[config.mk]
export PLATFORM = sky130hd
export DESIGN_NAME = serial2parallel_flat
export DESIGN_NICKNAME = d
export VERILOG_FILES = /design/src/rtl/serial_pkg.sv /design/src/rtl/serial2parallel_if.sv /design/src/rtl/s2p_out_buf.sv /design/src/rtl/serial2parallel.sv /design/src/flat_wrapper.sv
export SDC_FILE = /design/constraint.sdc
export NUM_CORES = 1
export LEC_CHECK = 0
export BUFFER_PORTS_ARGS = -buffer_cell sky130_fd_sc_hd__buf_2
export CAP_MARGIN = 20
export CORE_MARGIN = 3
export CORE_UTILIZATION = 57
export CTS_CLUSTER_SIZE = 40
export DETAILED_ROUTE_END_ITERATION = 7
export MAX_ROUTING_LAYER = met4
export PLACE_DENSITY = 0.81
export SYNTH_ARGS = -nofsm -noshare
export SYNTH_HDL_FRONTEND = slang
export SYNTH_SLANG_ARGS = --single-unit
[constraint.sdc]
create_clock -name clk -period 2.5 [get_ports clk]
set_input_delay 0.125 -clock clk [delete_from_list [all_inputs] [get_ports clk]]
set_output_delay 0.125 -clock clk [all_outputs]
set_load 0.01 [all_outputs]
[src/rtl/serial_pkg.sv]
// serial_pkg
// Shared definitions for the serial link blocks (receiver and transmitter):
// the receive/transmit FSM state encoding and the default word and gap sizes.
package serial_pkg;

    // Default number of bits per word.
    localparam int SERIAL_WIDTH_DEFAULT   = 8;
    // Default number of consecutive mid-word idle cycles that abort a word.
    localparam int SERIAL_GAP_MAX_DEFAULT = 4;

    // S_IDLE: no partial word held. S_RECV: at least one bit captured.
    typedef enum logic {
        S_IDLE = 1'b0,
        S_RECV = 1'b1
    } serial_state_e;

endpackage

[src/rtl/serial2parallel_if.sv]
// serial2parallel_if
// Bundles the serial input side, the word output handshake and the status
// flags of the serial-to-parallel receiver.
//   master : the environment (drives serial_in/in_valid/out_ready/clear_err)
//   slave  : the receiver (drives data_out/out_valid/overrun/frame_err/busy)
interface serial2parallel_if #(
    parameter int WIDTH = 8
);
    logic             serial_in;
    logic             in_valid;
    logic             out_ready;
    logic             clear_err;
    logic [WIDTH-1:0] data_out;
    logic             out_valid;
    logic             overrun;
    logic             frame_err;
    logic             busy;

    modport master (
        output serial_in, in_valid, out_ready, clear_err,
        input  data_out, out_valid, overrun, frame_err, busy
    );

    modport slave (
        input  serial_in, in_valid, out_ready, clear_err,
        output data_out, out_valid, overrun, frame_err, busy
    );
endinterface

[src/rtl/s2p_out_buf.sv]
// s2p_out_buf
// Single-entry holding register for completed words with a valid/ready
// handshake and a sticky overrun flag.
// Ports:
//   clk, rst   : clock, synchronous active-high reset
//   load, word : a completed word is offered this cycle
//   out_ready  : downstream consumes data_out when out_valid is high
//   clear_err  : clears the overrun flag (a same-edge overrun wins)
//   data_out, out_valid, overrun : registered outputs
module s2p_out_buf #(
    parameter int WIDTH = 8
) (
    input  logic             clk,
    input  logic             rst,
    input  logic             load,
    input  logic [WIDTH-1:0] word,
    input  logic             out_ready,
    input  logic             clear_err,
    output logic [WIDTH-1:0] data_out,
    output logic             out_valid,
    output logic             overrun
);
    logic [WIDTH-1:0] data_reg;
    logic             valid_reg;
    logic             overrun_reg;

    logic consume;
    logic accept;
    logic drop;

    assign consume = valid_reg & out_ready;
    // A new word fits if the register is empty or is emptied on this edge,
    // which gives back-to-back words without a bubble.
    assign accept  = load & (~valid_reg | out_ready);
    // Otherwise the new word is lost and the old one is kept.
    assign drop    = load & valid_reg & ~out_ready;

    always_ff @(posedge clk) begin
        if (rst) begin
            data_reg    <= '0;
            valid_reg   <= 1'b0;
            overrun_reg <= 1'b0;
        end else begin
            if (accept) begin
                data_reg <= word;
            end

            if (accept) begin
                valid_reg <= 1'b1;
            end else if (consume) begin
                valid_reg <= 1'b0;
            end

            if (drop) begin
                overrun_reg <= 1'b1;
            end else if (clear_err) begin
                overrun_reg <= 1'b0;
            end
        end
    end

    assign data_out  = data_reg;
    assign out_valid = valid_reg;
    assign overrun   = overrun_reg;
endmodule

[src/rtl/serial2parallel.sv]
// serial2parallel
// Assembles LSB-first serial bits into WIDTH-bit words. A partial word is
// abandoned (with a one-cycle frame_err pulse) after GAP_MAX consecutive idle
// cycles; completed words go to the s2p_out_buf holding register.
// Ports:
//   clk, rst : clock, synchronous active-high reset
//   bus      : serial2parallel_if.slave
//              in : serial_in, in_valid, out_ready, clear_err
//              out: data_out, out_valid, overrun, frame_err, busy
module serial2parallel
    import serial_pkg::*;
#(
    parameter int WIDTH   = SERIAL_WIDTH_DEFAULT,
    parameter int GAP_MAX = SERIAL_GAP_MAX_DEFAULT
) (
    input logic              clk,
    input logic              rst,
    serial2parallel_if.slave bus
);
    localparam int BW = $clog2(WIDTH);
    localparam int GW = $clog2(GAP_MAX) + 1;
    localparam logic [BW-1:0] BIT_LAST = BW'(WIDTH - 1);
    localparam logic [GW-1:0] GAP_LAST = GW'(GAP_MAX - 1);

    serial_state_e    state_reg;
    serial_state_e    state_next;
    logic [WIDTH-1:0] shifter_reg;
    logic [BW-1:0]    bit_cnt_reg;
    logic [GW-1:0]    gap_cnt_reg;
    logic             frame_err_reg;
    logic             busy_comb;

    logic [WIDTH-1:0] shifted;
    logic             word_done;
    logic             timeout;
    logic [WIDTH-1:0] buf_data;
    logic             buf_valid;
    logic             buf_overrun;

    assign shifted   = {bus.serial_in, shifter_reg[WIDTH-1:1]};
    // bit_cnt is 0 in IDLE and WIDTH >= 2, so this can only fire in RECV.
    assign word_done = bus.in_valid && (bit_cnt_reg == BIT_LAST);
    // The gap counter has already seen GAP_MAX-1 idle cycles; one more aborts.
    assign timeout   = (state_reg == S_RECV) && !bus.in_valid && (gap_cnt_reg == GAP_LAST);

    // FSM state register
    always_ff @(posedge clk) begin
        if (rst) begin
            state_reg <= S_IDLE;
        end else begin
            state_reg <= state_next;
        end
    end

    // FSM next-state logic
    always_comb begin
        state_next = state_reg;
        case (state_reg)
            S_IDLE: if (bus.in_valid)          state_next = S_RECV;
            S_RECV: if (word_done || timeout)  state_next = S_IDLE;
            default:                           state_next = S_IDLE;
        endcase
    end

    // FSM outputs
    always_comb begin
        busy_comb = (state_reg == S_RECV);
    end

    // Shifter and counters
    always_ff @(posedge clk) begin
        if (rst) begin
            shifter_reg   <= '0;
            bit_cnt_reg   <= '0;
            gap_cnt_reg   <= '0;
            frame_err_reg <= 1'b0;
        end else begin
            frame_err_reg <= timeout;
            if (bus.in_valid) begin
                shifter_reg <= shifted;
                bit_cnt_reg <= word_done ? '0 : bit_cnt_reg + BW'(1);
                gap_cnt_reg <= '0;
            end else if (timeout) begin
                shifter_reg <= '0;
                bit_cnt_reg <= '0;
                gap_cnt_reg <= '0;
            end else if (state_reg == S_RECV) begin
                gap_cnt_reg <= gap_cnt_reg + GW'(1);
            end
        end
    end

    s2p_out_buf #(
        .WIDTH(WIDTH)
    ) u_out_buf (
        .clk      (clk),
        .rst      (rst),
        .load     (word_done),
        .word     (shifted),
        .out_ready(bus.out_ready),
        .clear_err(bus.clear_err),
        .data_out (buf_data),
        .out_valid(buf_valid),
        .overrun  (buf_overrun)
    );

    assign bus.data_out  = buf_data;
    assign bus.out_valid = buf_valid;
    assign bus.overrun   = buf_overrun;
    assign bus.frame_err = frame_err_reg;
    assign bus.busy      = busy_comb;
endmodule

[src/flat_wrapper.sv]
// flat-port wrapper written by rule: the top's interface ports become plain ports
module serial2parallel_flat import serial_pkg::*;
#(
    parameter int WIDTH   = SERIAL_WIDTH_DEFAULT,
    parameter int GAP_MAX = SERIAL_GAP_MAX_DEFAULT
)
  (clk, rst, bus_serial_in, bus_in_valid, bus_out_ready, bus_clear_err, bus_data_out, bus_out_valid, bus_overrun, bus_frame_err, bus_busy);
  serial2parallel_if #(.WIDTH(WIDTH)) bus_i ();
  input logic clk;
  input logic rst;
  input wire logic [$bits(bus_i.serial_in)-1:0] bus_serial_in;
  input wire logic [$bits(bus_i.in_valid)-1:0] bus_in_valid;
  input wire logic [$bits(bus_i.out_ready)-1:0] bus_out_ready;
  input wire logic [$bits(bus_i.clear_err)-1:0] bus_clear_err;
  output wire logic [$bits(bus_i.data_out)-1:0] bus_data_out;
  output wire logic [$bits(bus_i.out_valid)-1:0] bus_out_valid;
  output wire logic [$bits(bus_i.overrun)-1:0] bus_overrun;
  output wire logic [$bits(bus_i.frame_err)-1:0] bus_frame_err;
  output wire logic [$bits(bus_i.busy)-1:0] bus_busy;
  assign bus_i.serial_in = bus_serial_in;
  assign bus_i.in_valid = bus_in_valid;
  assign bus_i.out_ready = bus_out_ready;
  assign bus_i.clear_err = bus_clear_err;
  assign bus_data_out = bus_i.data_out;
  assign bus_out_valid = bus_i.out_valid;
  assign bus_overrun = bus_i.overrun;
  assign bus_frame_err = bus_i.frame_err;
  assign bus_busy = bus_i.busy;
  serial2parallel #(.WIDTH(WIDTH), .GAP_MAX(GAP_MAX)) u_core (.clk(clk), .rst(rst), .bus(bus_i));
endmodule
Word-level counts from Yosys, hierarchy flattened
Cells that the tools add are included.
{ "totals": {"romBits": 0, "n_memories": 0, "word_cells": 41, "in_bits": 6, "latchBits": 0, "output_inout_bits": 12, "mem_bits_rw": 0, "ff_bits": 26} }
{ "op_classes": {"mux": 12, "reduce_logical": 9, "bitwise_logic": 8, "n_shift": 0, "n_mul": 0, "div_mod_pow": 0, "n_eq_ne": 2, "n_addsub": 2, "n_lt_le_gt_ge": 0} }
{ "ops": {"columns": ["op", "count"], "rows": [
  ["8-bit 2-to-1 mux", 2],
  ["3-bit 2-to-1 mux", 3],
  ["3-bit by 1-bit adder with 3-bit output, second input constant", 2],
  ["1-bit 2-to-1 mux", 6],
  ["2-bit nonzero test", 3],
  ["1-bit AND", 4],
  ["3-bit by 2-bit == test with 1-bit output, second input constant", 1],
  ["3-bit == test, second input constant", 1],
  ["1-bit logical AND", 3],
  ["1-bit inverter", 3],
  ["3-bit OR reduction", 1],
  ["1-bit one-hot mux with 2 select lines", 1],
  ["1-bit logical NOT", 1],
  ["1-bit logical OR", 1],
  ["1-bit bitwise OR", 1]
]} }

Longest topological paths before layout
Gate-level depths: netlist (run 1).
{ "logic_depth": {"word_depth": 6, "ltp_mapped": 6, "mapped_depth_nobuf": 5} }

Cells and area by module
A second synthesis (run 1) with hierarchy kept.
{ "hier_totals": {"hier_cells": 95, "hier_area_um2": 1026.0} }
{ "modules_own_cells": {"columns": ["mod", "cells_per_inst", "n_inst", "seq_area_each_um2", "area_per_inst_um2"], "rows": [
  ["serial2parallel", 52, 1, 300.3, 584.3],
  ["s2p_out_buf", 43, 1, 200.2, 441.7]
]} }

Least setup slack after synthesis (run 1)
OpenSTA, ideal clock, no wires.
{ "synth_path": {"path_type": "register -> register", "from": "reg u_core.gap_cnt_reg[0]", "to": "reg u_core.bit_cnt_reg[1]", "setup_time_ps": 59, "t_required_ps": 2441, "path_stages_with_launch": 7, "synth_period_minus_slack_ps": 1337, "slack_ps": 1163, "arrival_ps": 1279, "n_path_buf": 1, "path_cell_list": "dfxtp_1 -> ha_1 -> ha_1 -> a21oi_4 -> nor2b_4 -> buf_6 -> a22o_1"} }
{ "synth_between": {"elab_chain_len": 3} }
{ "synth_rtl": {"columns": ["element", "line", "rtl"], "rows": [
  ["from (decl)", "serial2parallel.sv:29", "logic [GW-1:0] gap_cnt_reg;"],
  ["from (signal assigned)", "serial2parallel.sv:88", "gap_cnt_reg <= gap_cnt_reg + GW'(1);"],
  ["3-bit by 2-bit == test with 1-bit output", "serial2parallel.sv:44", "assign timeout = (state_reg == S_RECV) && !bus.in_valid && (gap_cnt_reg == GAP_LAST);"],
  ["1-bit logical AND", "serial2parallel.sv:44", null],
  ["2-bit nonzero test (no line)", null, null],
  ["to (signal assigned)", "serial2parallel.sv:81", "bit_cnt_reg <= word_done ? '0 : bit_cnt_reg + BW'(1);"],
  ["to (decl)", "serial2parallel.sv:28", "logic [BW-1:0] bit_cnt_reg;"]
]} }
Every way passes these cells.
A chain may end at the register's enable or synchronous reset.

Worst setup path after layout (run 1)
{ "layout_path": {"from": "reg u_core.bit_cnt_reg[0]", "to": "reg u_core.u_out_buf.data_reg[0] (netlist: u_core.u_out_buf.data_out[0])"} }
{ "layout_between": {"elab_chain_len": 3} }
{ "layout_rtl": {"columns": ["element", "line", "rtl"], "rows": [
  ["3-bit == test", "serial2parallel.sv:42", "assign word_done = bus.in_valid && (bit_cnt_reg == BIT_LAST);"],
  ["1-bit logical AND", "serial2parallel.sv:42", null],
  ["1-bit AND", "s2p_out_buf.sv:34", "assign accept = load & (~valid_reg | out_ready);"],
  ["to (signal assigned)", "s2p_out_buf.sv:45", "data_reg <= word;"],
  ["to (decl)", "s2p_out_buf.sv:23", "logic [WIDTH-1:0] data_reg;"]
]} }
Every way passes these cells.

==> results.json, run 1 <==
{
  "place_congestion": 0.6843,
  "wl_per_cell_um": 12.23,
  "syn_inst": 97,
  "worst_clock_skew_ns": 0.007099,
  "vias": 688,
  "cts_buffers": 3,
  "drv_cap": 0,
  "synthArstFlopShare": 0,
  "r2r_end": "u_core.u_out_buf.data_out[0]",
  "maxSlewViolCount": 0,
  "n_antenna_cell": 0,
  "p_leak_nw": 0.4803,
  "worstPathCellList": "ha_1 > ha_1 > nand2_2 > nor2_8 > mux2i_1",
  "grt_pass1_vias": 675,
  "grt_pass1_wl_um": 2835,
  "crit_top_cell": "ha_1",
  "yosysWarnings": 0,
  "cts_root_buf": "clkbuf_4",
  "area_delta_synth_final_pct": 8.528,
  "ys_seq_area_frac": 0.4673,
  "ant_nets": 0,
  "die_h_um": 49.35,
  "dr.pass1.iters": 4,
  "port_buffers": 17,
  "cp_max_fo": 8,
  "start_kind": "flop",
  "grt_usage": 0.1554,
  "slowest_delay_ns": 0.39,
  "status": "finished, final reports clean",
  "antenna_found_initial": 0,
  "avgSynthCellArea_um2": 11.04,
  "ys_types": 21,
  "die_w_um": 49.35,
  "tns_ns": 0,
  "fin_crit_sh": 0.6095,
  "design_area_um2": 1162,
  "powerDensity_nw_per_um2": 541.4,
  "vdd_drop_max_v": 0.0003985,
  "nFillCells": 148,
  "routed_wl_um": 1675,
  "syn-cell-area_um2": 1071,
  "postCtsHoldBufs": 0,
  "post_dp_cell_area_um2": 1135,
  "r2r_start": "u_core.bit_cnt_reg[0]",
  "post-route-min-period_ns": 1.524,
  "critical_path_class": "reg2reg",
  "clk_pin_slew_ns": 0.13,
  "clock_latency_ns": 0.31,
  "hold_path.class": "in2reg",
  "timing.fmax_mhz": 656.3,
  "netlist_top_cells_area": "dfxtp_1 (47%), nand2b_1 (9.9%), mux2i_1 (8.4%)",
  "drt_iter0_drc": 4,
  "rrSetupSlack_ns": 0.98,
  "max-clock-path-buffers": 2,
  "rows": 15,
  "finalHoldViolCount": 0,
  "critPathTopFamily": "adder cells",
  "synth_edf_count": 0,
  "endpoint_kind": "flop",
  "relSlewSlack": 0.7401,
  "cts_tree": "done",
  "final_util": 0.6660,
  "holdPathStages": 2,
  "fin_nets": 123,
  "core-area_um2": 1745,
  "drive_above_1_share": 0.2411,
  "rsz0062_at_grt": "no",
  "synth.top_cell.area_share": 0.4673,
  "synthesis.nets": 107,
  "yosys-top-cells-count": "dfxtp_1 (25), nand2b_1 (17), a22o_1 (9), mux2i_1 (9), nor2_1 (7)",
  "clock_sinks": 25,
  "hold_start": "bus_serial_in",
  "post-dp-hpwl_um": 1142,
  "setup_violations": 0,
  "ctsResizeCount": 0,
  "worst_slew_pin_slew_ns": 0.3899,
  "synth.most_common_cell": "dfxtp_1",
  "holdPathEnd": "u_core.shifter_reg[7]",
  "slowest_stage": "dfxtp_1",
  "worstPathRequired_ns": 2.74,
  "drc": 0,
  "ios": 18,
  "critical_path_buf_inv_count": 0,
  "worstPathArrival_ns": 1.77,
  "synth_ff_type": "dfxtp_1",
  "power.total_uw": 629.3,
  "rr_worst_depth": 5,
  "die_area_um2": 2435,
  "viasPerCell": 5.022,
  "grt_max_degree": 25,
  "synth_top_area_cell": "dfxtp_1",
  "yosys_register_bits": 25,
  "gr-total-overflow": 0,
  "largest_reg_flops": 8,
  "cts_setup_buffers": 0,
  "htreeDepth": 1,
  "initial_core_util": 0.6136
}
## cell usage in the layout, fill, tap and decap left out, drive strengths merged
cell type	n
nor2	8
inv	2
buf	17
xnor2	1
a21oi	4
dfxtp	25
a211oi	1
ha	4
a32oi	1
mux2i	9
nand2b	17
a22o	9
nor3b	2
clkbuf	3
clkinv	1
nand2	3
and2b	1
nor2b	3
nor3	1
## cells by family (layout without fill, tap and decap cells)
group / Yosys count / count (layout) / synth area share
simple gates: 35 / 35 / 0.2196
compound gates: 15 / 15 / 0.1180
flops: 25 / 25 / 0.4673
mux: 9 / 9 / 0.08412
buf+inv: 8 / 23 / 0.05608
xor+xnor: 1 / 1 / 0.008179
fa+ha+maj: 4 / 4 / 0.04673
## final cells by class
| type | count | area, µm² | area share |
|---|---|---|---|
| inverters | 2 | 7.507 | 0.006459 |
| repair buffers | 17 | 85.08 | 0.07320 |
| clock inverters | 1 | 5.005 | 0.004306 |
| clock buffers | 3 | 22.52 | 0.01938 |
| well taps | 25 | 31.28 | 0.02691 |
| flip-flops and latches | 25 | 500.5 | 0.4306 |
| multi-input cells | 64 | 510.5 | 0.4392 |
## through the flow
| stage | instances | setup WS (ns) | hold slack, ns |
|---|---|---|---|
| floorplan | 97 | 1.163 | 0.2505 |
| global placement | 133 | 1.069 | 0.3562 |
| detailed placement | 133 | 0.9745 | 0.3635 |
| CTS | 137 | 0.9330 | 0.02696 |
| global route | 137 | 0.8770 | 0.05590 |
| finish | 137 | 0.9763 | 0.02992 |
## worst max-delay path by stage
| stage | startpoint | end | slack (ns) | cells after the start |
|---|---|---|---|---|
| after floorplan | u_core.gap_cnt_reg[0] | u_core.bit_cnt_reg[1] | 1.16 | 6 |
| after global placement | u_core.bit_cnt_reg[0] | u_core.u_out_buf.data_out[7] | 1.07 | 5 |
| after detailed placement | u_core.bit_cnt_reg[0] | u_core.u_out_buf.data_out[0] | 0.97 | 5 |
| after CTS | u_core.bit_cnt_reg[0] | u_core.u_out_buf.data_out[0] | 0.93 | 5 |
| after global routing | u_core.bit_cnt_reg[0] | u_core.u_out_buf.data_out[0] | 0.88 | 5 |
| final | u_core.bit_cnt_reg[0] | u_core.u_out_buf.data_out[0] | 0.98 | 5 |
## where the power goes
group,internal (mW),total (mW),switching (mW)
clock network,0.0598,0.175,0.115
registers,0.405,0.413,0.00724
logic,0.0211,0.0419,0.0209
total,0.486,0.629,0.143
## layer usage
metal	up-vias	part of all wire	global-route usage
li1	361	-	-
met1	310	0.49	0.1882
met2	15	0.45	0.2500
met3	2	0.045	0.02752
met4	0	0.0084	0.07109
met5	-	0	-
Note: power is estimated with default switching activity, not from simulation.
==> run 2, diff against run 1 <==
--- a/config.mk
+++ b/config.mk
@@ -5,14 +5,15 @@
 export SDC_FILE = /design/constraint.sdc
 export NUM_CORES = 1
 export LEC_CHECK = 0
+export ABC_AREA = 1
 export BUFFER_PORTS_ARGS = -buffer_cell sky130_fd_sc_hd__buf_2
 export CAP_MARGIN = 20
 export CORE_MARGIN = 3
-export CORE_UTILIZATION = 57
+export CORE_UTILIZATION = 48
 export CTS_CLUSTER_SIZE = 40
 export DETAILED_ROUTE_END_ITERATION = 7
 export MAX_ROUTING_LAYER = met4
-export PLACE_DENSITY = 0.81
+export PLACE_DENSITY = 0.72
 export SYNTH_ARGS = -nofsm -noshare
 export SYNTH_HDL_FRONTEND = slang
 export SYNTH_SLANG_ARGS = --single-unit
==> constraint.sdc (replaced) <==
create_clock -name clk -period 1.3 [get_ports clk]
set_input_delay 0.065 -clock clk [delete_from_list [all_inputs] [get_ports clk]]
set_output_delay 0.065 -clock clk [all_outputs]
set_load 0.01 [all_outputs]
==> run 2 against run 1 <==
  * Hold slack worse by 0.015 ns
  * Sequential power grew 92%
  * Die area up 20%
  * Synthesized cell count rose by 41%
  * Via count increased by 28%
  * Critical endpoint is now u_core.gap_cnt_reg[2]
  * Critical path depth grew 1
==> results.json, run 2 <==
{
  "status": "finished, final reports clean",
  "syn_inst": 137,
  "core-area_um2": 2082,
  "rr_worst_depth": 6,
  "gr-total-overflow": 0,
  "hold_start": "bus_out_ready",
  "ant_nets": 0,
  "htreeDepth": 1,
  "hold_path.class": "in2reg",
  "pre_cts_ws_ns": -0.007207,
  "clock_latency_ns": 0.31,
  "synth.most_common_cell": "nand2_1",
  "swShare": 0.2334,
  "setup_violations": 0,
  "largest_reg_flops": 8,
  "r2r_start": "u_core.gap_cnt_reg[0]",
  "start_kind": "flop",
  "drv_cap": 0,
  "powerDensity_nw_per_um2": 946.3,
  "tns_ns": 0,
  "syn-cell-area_um2": 1110,
  "initial_core_util": 0.5331,
  "synthArstFlopShare": 0,
  "p_switching_uw": 284.6,
  "critical_path_class": "reg2reg",
  "yosysWarnings": 0,
  "fin_nets": 169,
  "grt_max_degree": 21,
  "worstPathArrival_ns": 1.49,
  "nFillCells": 192,
  "routed_wl_um": 2002,
  "worst_slew_pin_slew_ns": 0.4201,
  "grt_pass1_vias": 829,
  "drc": 0,
  "synth_edf_count": 0,
  "netlist_top_cells_area": "dfxtp_1 (45%), nand2_1 (9.8%), nand3_1 (6.8%)",
  "clock_sinks": 25,
  "die_area_um2": 2925,
  "post-dp-hpwl_um": 1394,
  "port_buffers": 17,
  "synthesis.nets": 147,
  "cts_buffers": 3,
  "holdPathEnd": "u_core.u_out_buf.overrun",
  "power_frac_clock": 0.275,
  "cp_max_fo": 5,
  "yosys_register_bits": 25,
  "combPwrFrac": 0.075,
  "regArea_um2": 503.0,
  "layout_setup_ws_ns": 0.07463,
  "ys_seq_area_frac": 0.4510,
  "p_leak_nw": 0.5951,
  "worstPathCellList": "ha_1 > ha_2 > nand2_2 > nand2_4 > nor2_4 > o21a_1",
  "place_congestion": 0.7630,
  "rows": 16,
  "rrSetupSlack_ns": 0.07,
  "die_h_um": 54.09,
  "vias": 884,
  "grt_pass1_wl_um": 3394,
  "slowest_stage": "dfxtp_2",
  "synth.top_cell.area_share": 0.4510,
  "endpoint_kind": "flop",
  "relSlewSlack": 0.7190,
  "slowest_delay_ns": 0.35,
  "holdPathStages": 4,
  "worst_clock_skew_ns": 0.006787,
  "grt_usage": 0.1658,
  "yosys-top-cells-count": "nand2_1 (29), dfxtp_1 (25), nand3_1 (15), nor2_1 (15), inv_1 (14)",
  "synth_ff_type": "dfxtp_1",
  "fin_crit_sh": 0.9426,
  "synth_top_area_cell": "dfxtp_1",
  "post-route-min-period_ns": 1.225,
  "max-clock-path-buffers": 2,
  "internal_power_uw": 934.9,
  "area_delta_synth_final_pct": 16.12,
  "die_w_um": 54.09,
  "wl_per_cell_um": 10.82,
  "cts_root_buf": "clkbuf_4",
  "drive_above_1_share": 0.3228,
  "viasPerCell": 4.778,
  "clk_pin_slew_ns": 0.13,
  "maxSlewViolCount": 0,
  "r2r_end": "u_core.gap_cnt_reg[2]",
  "critical_path_buf_inv_count": 0,
  "critPathTopFamily": "adder cells",
  "layout_commonest_cell": "nand2_1",
  "final_cell_mix": "nand2_1 (29), dfxtp_1 (23), buf_2 (17), nand3_1 (15), nor2_1 (15)",
  "timing.fmax_mhz": 816.1,
  "finalHoldViolCount": 0,
  "drt_iter0_drc": 17,
  "antenna_found_initial": 0,
  "n_antenna_cell": 0,
  "dr.pass1.iters": 4,
  "p_seq_frac": 0.649,
  "avgSynthCellArea_um2": 8.101,
  "ys_types": 22,
  "cts_tree": "done",
  "vdd_drop_max_v": 0.0006068,
  "ios": 18,
  "multi_input_area_um2": 530.5,
  "worstPathRequired_ns": 1.57
}
==> run 2: changes by cell type after synthesis, sizes merged, moves of 2 or more <==
cell,change
o21ai,+2
nand3,+17
nand2,+31
a21oi,+7
inv,+14
a22o,-9
nor2b,-3
nor3b,-2
nand2b,-17
nor2,+10
mux2i,-9
clkbuf,-2
==> run 2: worst max path at each step <==
stage,from,cells past startpoint,endpoint,slack (ns)
final,u_core.gap_cnt_reg[0],6,u_core.gap_cnt_reg[2],0.07
after global routing,u_core.bit_cnt_reg[0],7,u_core.u_out_buf.data_out[6],-0.006
after CTS,u_core.gap_cnt_reg[0],6,u_core.gap_cnt_reg[2],0.003
after detailed placement,u_core.gap_cnt_reg[0],6,u_core.gap_cnt_reg[2],-0.007
after global placement,u_core.bit_cnt_reg[0],6,u_core.u_out_buf.data_out[3],0.01
after floorplan,u_core.bit_cnt_reg[0],7,u_core.u_out_buf.data_out[2],0.03
==> run 2: area by class of cell <==
class,count,share of cell area
inverter,17,0.05534
sequential,25,0.3903
multi-input combinational,91,0.4116
tap,27,0.02621
clock buffer,4,0.02039
timing repair buffer,20,0.08738
timing repair inverter,1,0.008738
==> run 2: routing by layer <==
layer | GRT usage | up-vias | wire length [µm]
met4 | 0.08714 | 0 | 44
met3 | 0.02493 | 5 | 69
met5 | - | - | 0
met1 | 0.1876 | 389 | 910
li1 | - | 477 | -
met2 | 0.2802 | 13 | 978
==> run 2: cells by family after synthesis <==
group,count (synthesis),synth area share
AO/OA/AOI/OAI,14,0.09245
XOR/XNOR,1,0.007893
adder cells (fa/ha/maj),4,0.04510
buffers and inverters,22,0.1094
flip-flops,25,0.4510
AND/OR/NAND/NOR,71,0.2942
==> run 2: power groups by stage <==
stage | clock network (mW) | logic [mW] | registers, mW
floorplan | 0 | 0.0607 | 0.807
global placement | 0 | 0.0764 | 0.807
detailed placement | 0 | 0.0798 | 0.808
finish | 0.336 | 0.0919 | 0.792
CTS | 0.350 | 0.0909 | 0.791
global route | 0.386 | 0.105 | 0.795
==> run 2: tightest hold or removal path, stage by stage <==
cell and delay, ns:
buf_2 0.08, inv_2 0.03, nand4_1 0.06, a21oi_1 0.05
==> run 2: stage by stage <==
stage	power (mW)	area, µm²	cells	utilization	hold WS (ns)
after floorplan	0.8676	1112	137	-	0.1341
after global placement	0.8838	1179	176	0.5661	0.3165
after detailed placement	0.8881	1179	176	0.5661	0.3083
after CTS	1.232	1256	184	0.6034	0.004486
after global routing	1.286	1289	185	0.6190	0.004036
final	1.220	1289	185	0.6190	0.01463
==> run 2: timing repair <==
item | in CTS | in global routing
setup buffers | 0 | 1
cloned | 2 | 0
hold endpoints to repair | 2 | 0
pin swaps | 1 | 4
hold buffers | 2 | 0
resized for setup | 5 | 8
endpoints found under the setup margin | 14 | 22
==> run 3, diff against run 2 <==
--- a/config.mk
+++ b/config.mk
@@ -14,6 +14,7 @@
 export DETAILED_ROUTE_END_ITERATION = 7
 export MAX_ROUTING_LAYER = met4
 export PLACE_DENSITY = 0.72
+export RECOVER_POWER = 50
 export SYNTH_ARGS = -nofsm -noshare
 export SYNTH_HDL_FRONTEND = slang
 export SYNTH_SLANG_ARGS = --single-unit
==> run 3 against run 2 <==
  * Sequential power hardly changed
  * Setup slack worse by 0.0046 ns
  * First-iteration DRC count is 24% lower
  * Critical path type unchanged
  * Largest cell class unchanged
  * Largest power group unchanged
  * Highest routed layer unchanged
==> results.json, run 3 (same netlist as run 2, synthesis figures left out) <==
{
  "cp_max_fo": 5,
  "initial_core_util": 0.5331,
  "max-clock-path-buffers": 2,
  "hold_path.class": "in2reg",
  "cts_tree": "done",
  "clk_pin_slew_ns": 0.13,
  "n_antenna_cell": 0,
  "post-route-min-period_ns": 1.230,
  "area_delta_synth_final_pct": 14.66,
  "drv_cap": 0,
  "placed_cells": 176,
  "endpoint_kind": "flop",
  "grt_pass1_vias": 829,
  "clock_latency_ns": 0.31,
  "layout_commonest_cell": "nand2_1",
  "post_dp_cell_area_um2": 1179,
  "drt_iter0_drc": 13,
  "cts_root_buf": "clkbuf_4",
  "p_leak_nw": 0.5427,
  "drc": 0,
  "antenna_found_initial": 0,
  "port_buffers": 17,
  "design_area_um2": 1272,
  "fin_nets": 169,
  "ios": 18,
  "powerDensity_nw_per_um2": 958.0,
  "final_cell_mix": "nand2_1 (29), dfxtp_1 (24), nand3_1 (15), nor2_1 (15)",
  "die_h_um": 54.09,
  "worstPathArrival_ns": 1.50,
  "gr-total-overflow": 0,
  "die_w_um": 54.09,
  "drive_above_1_share": 0.2405,
  "vdd_drop_max_v": 0.0006228,
  "relSlewSlack": 0.7189,
  "routed_wl_um": 2021,
  "cts_buffers": 3,
  "worst_clock_skew_ns": 0.006044,
  "grt_usage": 0.1658,
  "die_area_um2": 2925,
  "vias": 885,
  "status": "finished, final reports clean",
  "dr.pass1.iters": 4,
  "core-area_um2": 2082,
  "setup_violations": 0,
  "clock_sinks": 25,
  "rows": 16,
  "maxSlewViolCount": 0,
  "grt_max_degree": 21,
  "stdcell_count": 185,
  "worstPathRequired_ns": 1.57,
  "timing.fmax_mhz": 813.0,
  "grt_pass1_wl_um": 3394,
  "place_congestion": 0.7630,
  "viasPerCell": 4.784,
  "post-dp-hpwl_um": 1394,
  "worst_slew_pin_slew_ns": 0.4201,
  "critical_path_class": "reg2reg",
  "htreeDepth": 1,
  "finalHoldViolCount": 0,
  "wl_per_cell_um": 10.92,
  "whs_ns": 0.01430,
  "start_kind": "flop",
  "fin_crit_sh": 0.9461,
  "largest_reg_flops": 8,
  "ant_nets": 0
}
## run 3: path summary, 6_finish.rpt
path / from / endpoint / slack [ns] / cells past startpoint
max: u_core.gap_cnt_reg[0] / u_core.gap_cnt_reg[2] / 0.07 / 6
min reg2reg: u_core.shifter_reg[1] / u_core.shifter_reg[1] / 0.47 / 2
min: bus_out_ready / u_core.u_out_buf.overrun / 0.01 / 4
max reg2reg: u_core.gap_cnt_reg[0] / u_core.gap_cnt_reg[2] / 0.07 / 6
## run 3: report_power, final
| group | internal (mW) | switching [mW] |
|---|---|---|
| Combinational | 0.0341 | 0.0574 |
| Clock | 0.120 | 0.216 |
| Sequential | 0.780 | 0.0117 |
## run 3: repair_timing
item,4_1_cts,5_1_grt
setup buffers,0,1
gates cloned,2,0
hold buffers,2,0
gates resized for setup,5,8
endpoints found under the hold margin,2,0
endpoints found under the setup margin,14,22
pin swaps,1,4
## run 3: worst max-delay path: stages, from the launching register on
cell and delay [ns]:
dfxtp_1 0.34, ha_1 0.21, ha_2 0.18, nand2_2 0.09
nand2_4 0.08, nor2_4 0.14, o21a_1 0.14
## run 3: through the flow
step	power (mW)	TNS (ns)	util	worst slack (ns)
floorplan	0.8676	0	-	0.03293
global placement	0.8838	0	0.5661	0.009905
detailed placement	0.8881	-0.007207	0.5661	-0.007207
CTS	1.232	0	0.6034	0.003180
global route	1.285	-0.02292	0.6112	-0.008467
finish	1.219	0	0.6112	0.07003
## run 3: final cells by class
| type | count | area, µm² |
|---|---|---|
| clock buffers | 4 | 26.28 |
| repair inverters | 1 | 11.26 |
| fillers | 199 | 809.5 |
| inverters | 17 | 71.32 |
| repair buffers | 20 | 97.59 |
| well taps | 27 | 33.78 |
| multi-input cells | 91 | 530.5 |
| flip-flops and latches | 25 | 501.7 |
## run 3: routing by layer
layer | vias up | GRT usage | wire, µm
met5 | - | - | 0
met4 | 0 | 0.08714 | 44
met3 | 5 | 0.02493 | 68
met2 | 15 | 0.2802 | 983
met1 | 388 | 0.1876 | 925
li1 | 477 | - | -
